--- src/rtl/down_counter_ld_pkg.sv ---
// -----------------------------------------------------------------------------
// down_counter_pkg
//   Shared types and constants for the loadable down-counter/timer
//   (down_counter_ld). Imported by the interface and the top module.
//
//   dc_state_t        : two-state controller encoding (IDLE / RUN), 1 bit
//   DC_WIDTH_DEFAULT  : default count/load width
//   dc_is_zero()      : helper used to classify a load as a zero-length timer
// -----------------------------------------------------------------------------
package down_counter_pkg;

   typedef enum logic {
      IDLE = 1'b0,
      RUN  = 1'b1
   } dc_state_t;

   localparam int DC_WIDTH_DEFAULT = 4;

   // Reduction over an arbitrary-width vector; callers pass the load value
   // zero-extended into 32 bits so a single function serves every WIDTH.
   function automatic logic dc_is_zero(input logic [31:0] v);
      return (v == 32'd0);
   endfunction

endpackage : down_counter_pkg

--- src/rtl/down_counter_ld_if.sv ---
// -----------------------------------------------------------------------------
// down_counter_ld_if
//   Groups the load handshake, count control and status signals of the
//   loadable down-counter. CLK/RESET stay as plain ports on the module.
//
//   LOAD_VALID  load request                          (master -> slave)
//   LOAD_VAL    start value, sampled on handshake     (master -> slave)
//   LOAD_READY  block can accept a load               (slave  -> master)
//   CE          count enable                          (master -> slave)
//   ABORT       cancel the current count              (master -> slave)
//   O           current count, registered            (slave  -> master)
//   BUSY        high while counting                   (slave  -> master)
//   DONE        one-cycle terminal-count pulse        (slave  -> master)
//
//   Modports: master = the user of the timer, slave = the timer itself.
// -----------------------------------------------------------------------------
interface down_counter_ld_if
   import down_counter_pkg::*;
#(
   parameter int WIDTH = DC_WIDTH_DEFAULT
);

   logic             LOAD_VALID;
   logic [WIDTH-1:0] LOAD_VAL;
   logic             LOAD_READY;
   logic             CE;
   logic             ABORT;
   logic [WIDTH-1:0] O;
   logic             BUSY;
   logic             DONE;

   modport master (
      output LOAD_VALID,
      output LOAD_VAL,
      input  LOAD_READY,
      output CE,
      output ABORT,
      input  O,
      input  BUSY,
      input  DONE
   );

   modport slave (
      input  LOAD_VALID,
      input  LOAD_VAL,
      output LOAD_READY,
      input  CE,
      input  ABORT,
      output O,
      output BUSY,
      output DONE
   );

endinterface : down_counter_ld_if

--- src/rtl/down_counter_ld.sv ---
// -----------------------------------------------------------------------------
// down_counter_ld
//   Loadable down-counter / programmable timeout. A start value is accepted
//   over a valid/ready handshake, the count decrements once per cycle with CE
//   high, and DONE pulses for one cycle when the count reaches zero. Count-down
//   counterpart of the free-running up-counter in the counter build.
//
//   Ports:
//     CLK    rising-edge clock (only clock)
//     RESET  synchronous, active-high; overrides every other input
//     bus    down_counter_ld_if.slave (LOAD_VALID/LOAD_VAL/LOAD_READY,
//            CE, ABORT, O, BUSY, DONE)
//
//   Parameter:
//     WIDTH  bit width of count and load value (>= 2)
//
//   Build option:
//     COUNTDOWN_AUTO_RELOAD_EN  when defined, terminal count reloads the last
//                               loaded value and keeps running, so DONE pulses
//                               once per period until ABORT or RESET. When
//                               undefined the timer is one-shot and the reload
//                               register is written but never read back.
//
//   Timing: a load of N with CE held high puts DONE high N cycles after the
//   handshake edge; LOAD_READY is high again in that same cycle so a new load
//   can be issued back-to-back. A load of zero gives DONE on the next cycle
//   without ever entering RUN.
// -----------------------------------------------------------------------------
module down_counter_ld
   import down_counter_pkg::*;
#(
   parameter int WIDTH = DC_WIDTH_DEFAULT
) (
   input  logic                CLK,
   input  logic                RESET,
   down_counter_ld_if.slave    bus
);

   localparam logic [WIDTH-1:0] CNT_ONE = {{(WIDTH-1){1'b0}}, 1'b1};

   // Decrement that floors at zero. The controller only calls it with a count
   // above one, so the floor never engages in normal operation; it exists so
   // the datapath can never wrap to all-ones whatever the control does.
   function automatic logic [WIDTH-1:0] dec_floor(input logic [WIDTH-1:0] v);
      return (v == '0) ? '0 : v - CNT_ONE;
   endfunction

   dc_state_t        state_p0,  state_nxt;
   logic [WIDTH-1:0] count_p0,  count_nxt;
   logic [WIDTH-1:0] reload_p0, reload_nxt;
   logic             done_p0,   done_nxt;

   logic             load_ready;
   logic             load_fire;
   logic             load_is_zero;

   // LOAD_READY is the only combinational output; it drops in the reset cycle
   // so a load presented together with RESET is never seen as accepted.
   assign load_ready   = (state_p0 == IDLE) && !RESET;
   assign load_fire    = bus.LOAD_VALID && load_ready;
   assign load_is_zero = dc_is_zero(32'(bus.LOAD_VAL));

   always_comb begin
      state_nxt  = state_p0;
      count_nxt  = count_p0;
      reload_nxt = reload_p0;
      done_nxt   = 1'b0;

      case (state_p0)
         IDLE: begin
            // CE and ABORT have no meaning until a count is running.
            if (load_fire) begin
               if (load_is_zero) begin
                  // Zero-length timer: signal completion, never go busy.
                  done_nxt = 1'b1;
               end else begin
                  count_nxt  = bus.LOAD_VAL;
                  reload_nxt = bus.LOAD_VAL;
                  state_nxt  = RUN;
               end
            end
         end

         RUN: begin
            if (bus.ABORT) begin
               // Cancel wins over a simultaneous terminal count: no DONE.
               count_nxt = '0;
               state_nxt = IDLE;
            end else if (bus.CE) begin
               // Terminal check comes before the decrement, so the count
               // lands exactly on zero and never wraps.
               if (count_p0 > CNT_ONE) begin
                  count_nxt = dec_floor(count_p0);
               end else begin
                  done_nxt = 1'b1;
`ifdef COUNTDOWN_AUTO_RELOAD_EN
                  count_nxt = reload_p0;
`else
                  count_nxt = '0;
                  state_nxt = IDLE;
`endif
               end
            end
         end

         default: begin
            state_nxt = IDLE;
            count_nxt = '0;
         end
      endcase
   end

   // ---- register stage: controller state, count, reload value, DONE ----
   always_ff @(posedge CLK) begin
      if (RESET) begin
         state_p0  <= IDLE;
         count_p0  <= '0;
         reload_p0 <= '0;
         done_p0   <= 1'b0;
      end else begin
         state_p0  <= state_nxt;
         count_p0  <= count_nxt;
         reload_p0 <= reload_nxt;
         done_p0   <= done_nxt;
      end
   end

   assign bus.LOAD_READY = load_ready;
   assign bus.O          = count_p0;
   assign bus.BUSY       = (state_p0 == RUN);
   assign bus.DONE       = done_p0;

endmodule : down_counter_ld

--- src/flat_wrapper.sv ---
// flat-port wrapper written by rule: the top's interface ports become plain ports
module down_counter_ld_flat import down_counter_pkg::*;
#(
   parameter int WIDTH = DC_WIDTH_DEFAULT
)
  (CLK, RESET, bus_LOAD_VALID, bus_LOAD_VAL, bus_LOAD_READY, bus_CE, bus_ABORT, bus_O, bus_BUSY, bus_DONE);
  down_counter_ld_if #(.WIDTH(WIDTH)) bus_i ();
  input  logic CLK;
  input  logic RESET;
  input wire logic [$bits(bus_i.LOAD_VALID)-1:0] bus_LOAD_VALID;
  input wire logic [$bits(bus_i.LOAD_VAL)-1:0] bus_LOAD_VAL;
  output wire logic [$bits(bus_i.LOAD_READY)-1:0] bus_LOAD_READY;
  input wire logic [$bits(bus_i.CE)-1:0] bus_CE;
  input wire logic [$bits(bus_i.ABORT)-1:0] bus_ABORT;
  output wire logic [$bits(bus_i.O)-1:0] bus_O;
  output wire logic [$bits(bus_i.BUSY)-1:0] bus_BUSY;
  output wire logic [$bits(bus_i.DONE)-1:0] bus_DONE;
  assign bus_i.LOAD_VALID = bus_LOAD_VALID;
  assign bus_i.LOAD_VAL = bus_LOAD_VAL;
  assign bus_LOAD_READY = bus_i.LOAD_READY;
  assign bus_i.CE = bus_CE;
  assign bus_i.ABORT = bus_ABORT;
  assign bus_O = bus_i.O;
  assign bus_BUSY = bus_i.BUSY;
  assign bus_DONE = bus_i.DONE;
  down_counter_ld #(.WIDTH(WIDTH)) u_core (.CLK(CLK), .RESET(RESET), .bus(bus_i));
endmodule
--- config.mk ---
export PLATFORM = sky130hd
export DESIGN_NAME = down_counter_ld_flat
export DESIGN_NICKNAME = d
export VERILOG_FILES = /design/src/rtl/down_counter_ld_pkg.sv /design/src/rtl/down_counter_ld_if.sv /design/src/rtl/down_counter_ld.sv /design/src/flat_wrapper.sv
export SDC_FILE = /design/constraint.sdc
export NUM_CORES = 1
export LEC_CHECK = 0
export BUFFER_PORTS_ARGS = -buffer_cell sky130_fd_sc_hd__buf_2
export CORE_AREA = 2 2 39 41
export DETAILED_ROUTE_END_ITERATION = 8
export DIE_AREA = 0 0 41 43
export PLACE_DENSITY = 0.6
export SYNTH_ARGS = -nofsm -noshare
export SYNTH_HDL_FRONTEND = slang
export SYNTH_SLANG_ARGS = --single-unit
--- constraint.sdc ---
create_clock -name CLK -period 1.45 [get_ports CLK]
set_input_delay 0.0725 -clock CLK [delete_from_list [all_inputs] [get_ports CLK]]
set_output_delay 0.0725 -clock CLK [all_outputs]
set_load 0.01 [all_outputs]
==> results by group <==
Clock tree
  • CTS Buf Count: 3
  • CTS tree: yes
  • Root buffer cell: clkbuf_4
  • Setup Fix Bufs, Post-CTS: 0
  • Clock Path Buffers: 2
  • CTS Hold Buffers Added: 0
  • Worst-Skew Late Latency: 260 ps
  • Clock-pin slew on the worst setup and hold paths: 60 ps
  • H-tree Lvls: 1
  • Sink Count: 6
  • # resized after CTS: 0

Synthesis
  • Synthesized Nets: 53
  • Cells after Synth: 44
  • Top-area cell type share of the netlist area: 34.4%
  • Synth Area in Compound Gates: 24.0%
  • Cell Area, Synth: 349 um2
  • Post-synth cell types: 19
  • Post-synthesis average cell area: 7.93 um2
  • Post-Synth Adder-Cell Area: 0%
  • Main combinational cell family by area after synthesis: simple AND/OR/NAND/NOR gates
  • Simple-gate portion of the synthesized area: 36.6%
  • Register bit total from synthesis: 6
  • Synth Area in XOR/XNOR: 0%
  • Warnings from Yosys: 0
  • Sequential area share after synthesis: 34.4%
  • Synth area leader: dfxtp_1
  • Top cells by area, synth: dfxtp_1 (34%), nor2_1 (8.6%), nor2b_1 (7.2%), nor3_1 (7.2%), a21oi_1 (5.7%)
  • Fraction of synthesized area in multiplexers: 2.87%

Worst hold path
  • Min-delay worst type: in -> reg
  • Hold path endpoint: u_core.bus.O[3]
  • Hold path depth: 3
  • Hold_sp: bus_LOAD_VAL[3]

Cells and area
  • Nets: 74
  • Number of diodes: 0
  • Final Util: 34.5%
  • Fin cells: 79
  • Area Growth Syn to Fin: 36.9%
  • Fraction of layout cells with a size suffix above 1: 36.5%

Power and ir drop
  • Clock share of power: 35.9%
  • Reg power frac: 40.4%
  • VDD IR-drop max: 0.315 mV
  • Switch Pwr: 145 uW
  • Sw Ratio: 30.9%
  • Logic pwr share: 23.6%
  • Pint: 325 uW
  • Pwr Total: 470 uW
  • Pwr dens: 983 nW/um2
  • LEAKAGE: 0.223 nW

Setup path
  • Worst Path Arrival: 1430 ps
  • WP data required: 1600 ps
  • Critical path launch point type: flop
  • R2r worst-path depth: 4
  • R2R Path Start: u_core.bus.BUSY
  • Worst R2R End: u_core.bus.O[2]
  • Crit path capture type: flop
  • FF-to-FF setup slack: 170 ps
  • Crit Path Max Fanout: 9
  • CP Class: reg -> reg

Route
  • DRC viols: 0
  • Wire length per cell: 11.5 um
  • DR pass1 iterations: 4
  • Vias: 407
  • Drt total wl: 907 um
  • Initial DRC count: 7
  • Via density: 5.15
  • Post-route ant nets: 0

Timing
  • Slew HR: 73.9%
  • Final slew viol count: 0
  • Worst slew pin tran: 389 ps
  • RSZ-0062 raised after global routing: no
  • Final Setup Violations: 0
  • Skew final: 8.31 ps
  • Achievable Freq: 778 MHz
  • Setup TNS: 0 ps
  • Period utilization: 88.6%
  • Final min period: 1280 ps
  • Final hold vios: 0

Floorplan
  • Die area: 1760 um2
  • DIE HEIGHT: 43 um
  • CORE AREA: 1380 um2
  • IO Count: 16
  • Cell row count: 14
  • Width of the die: 41 um
  • Initial core utilization: 25.2%

Flow run
  • Max cap viols: 0

Global route
  • Vias in the first global route: 359
  • Largest net degree at the start of global routing: 10
  • First-pass GRT wire length: 1470 um
  • Initial antenna violation count: 0
  • GRT overflow: 0
  • GRT Total Usage: 13.2%

Placed design
  • Placer Congestion: 0.749
  • Dpl cells: 76
  • IO buf count: 15

Outcome
  • Status: completed
-- cell type report --
type / count / area [um2]
clock buffer: 3 / 22.5
fill: 164 / 906
inverter: 1 / 3.75
multi-input combinational: 36 / 221
sequential: 6 / 120
tap: 16 / 20.0
timing repair buffer: 17 / 90.1
-- critical path, cell delays in order, from the launching register on --
cell and delay, ps:
dfxtp_1 370, nand2b_1 200, o31a_4 360, nor3_1 180, nor3_1 70
-- synth_stat cells --
cell type,n
nor2b_1,4
nor4_2,1
nor2_1,8
dfxtp_1,6
o32ai_1,1
nand2b_1,1
clkbuf_1,1
o21ai_0,2
and2_2,1
a21oi_1,4
nand2_1,1
mux2i_1,1
o21ai_1,2
nor3_1,5
a32oi_1,2
inv_1,1
or4b_1,1
or2b_1,1
o31a_4,1
-- layer usage --
metal  vias to the layer above  GRT usage, %  wire (um)
met3                         5          4.71         35
met1                       191          14.2        396
met2                        13          18.8        432
li1                        198             -          -
met5                         -             0          0
met4                         0          12.0         42
-- power by group through the flow --
stage | clock network (mW) | registers, mW | logic (mW)
after floorplan | 0 | 0.200 | 0.0585
final | 0.169 | 0.190 | 0.111
after detailed placement | 0 | 0.193 | 0.111
after global routing | 0.186 | 0.192 | 0.124
after global placement | 0 | 0.193 | 0.112
after CTS | 0.171 | 0.190 | 0.112
-- metrics by stage --
stage               hold slack [ps]  instance area [um2]  setup slack [ps]
floorplan                       209                  349               182
global placement                345                  455               191
detailed placement              354                  455               165
CTS                            85.2                  478               158
global route                   89.6                  478              82.5
finish                         82.7                  478               165
-- how the worst max path moves through the flow --
stage	start	endpoint	slack [ps]	cells past startpoint
finish	u_core.bus.BUSY	u_core.bus.O[2]	170	4
global placement	u_core.bus.BUSY	u_core.bus.O[2]	190	4
global route	u_core.bus.BUSY	u_core.bus.O[0]	80	4
CTS	u_core.bus.BUSY	u_core.bus.O[2]	160	4
detailed placement	u_core.bus.BUSY	u_core.bus.O[2]	170	4
floorplan	u_core.bus.BUSY	u_core.bus.O[2]	180	4
-- logic make-up (layout without fill, tap and decap cells) --
logic type / after synthesis / count (layout)
DFF: 6 / 6
buffers and inverters: 2 / 21
AOI/OAI and AO/OA: 12 / 12
muxes: 1 / 1
and+or+nand+nor: 23 / 23
-- placed cells by master, fill, tap and decap left out, types with 2 or more instances in the layout --
master	instances
dfxtp_1	6
clkbuf_4	3
o21ai_0	2
nor2_1	8
buf_2	15
nor2b_1	4
a21oi_1	4
buf_4	2
nor3_1	5
o21ai_1	2
a32oi_1	2
-- flip-flops by register name, indices dropped and copies added (netlist names) --
register,flops
u_core.bus.BUSY,1
u_core.bus.DONE,1
u_core.bus.O,4
(Power assumes the default switching activity.)
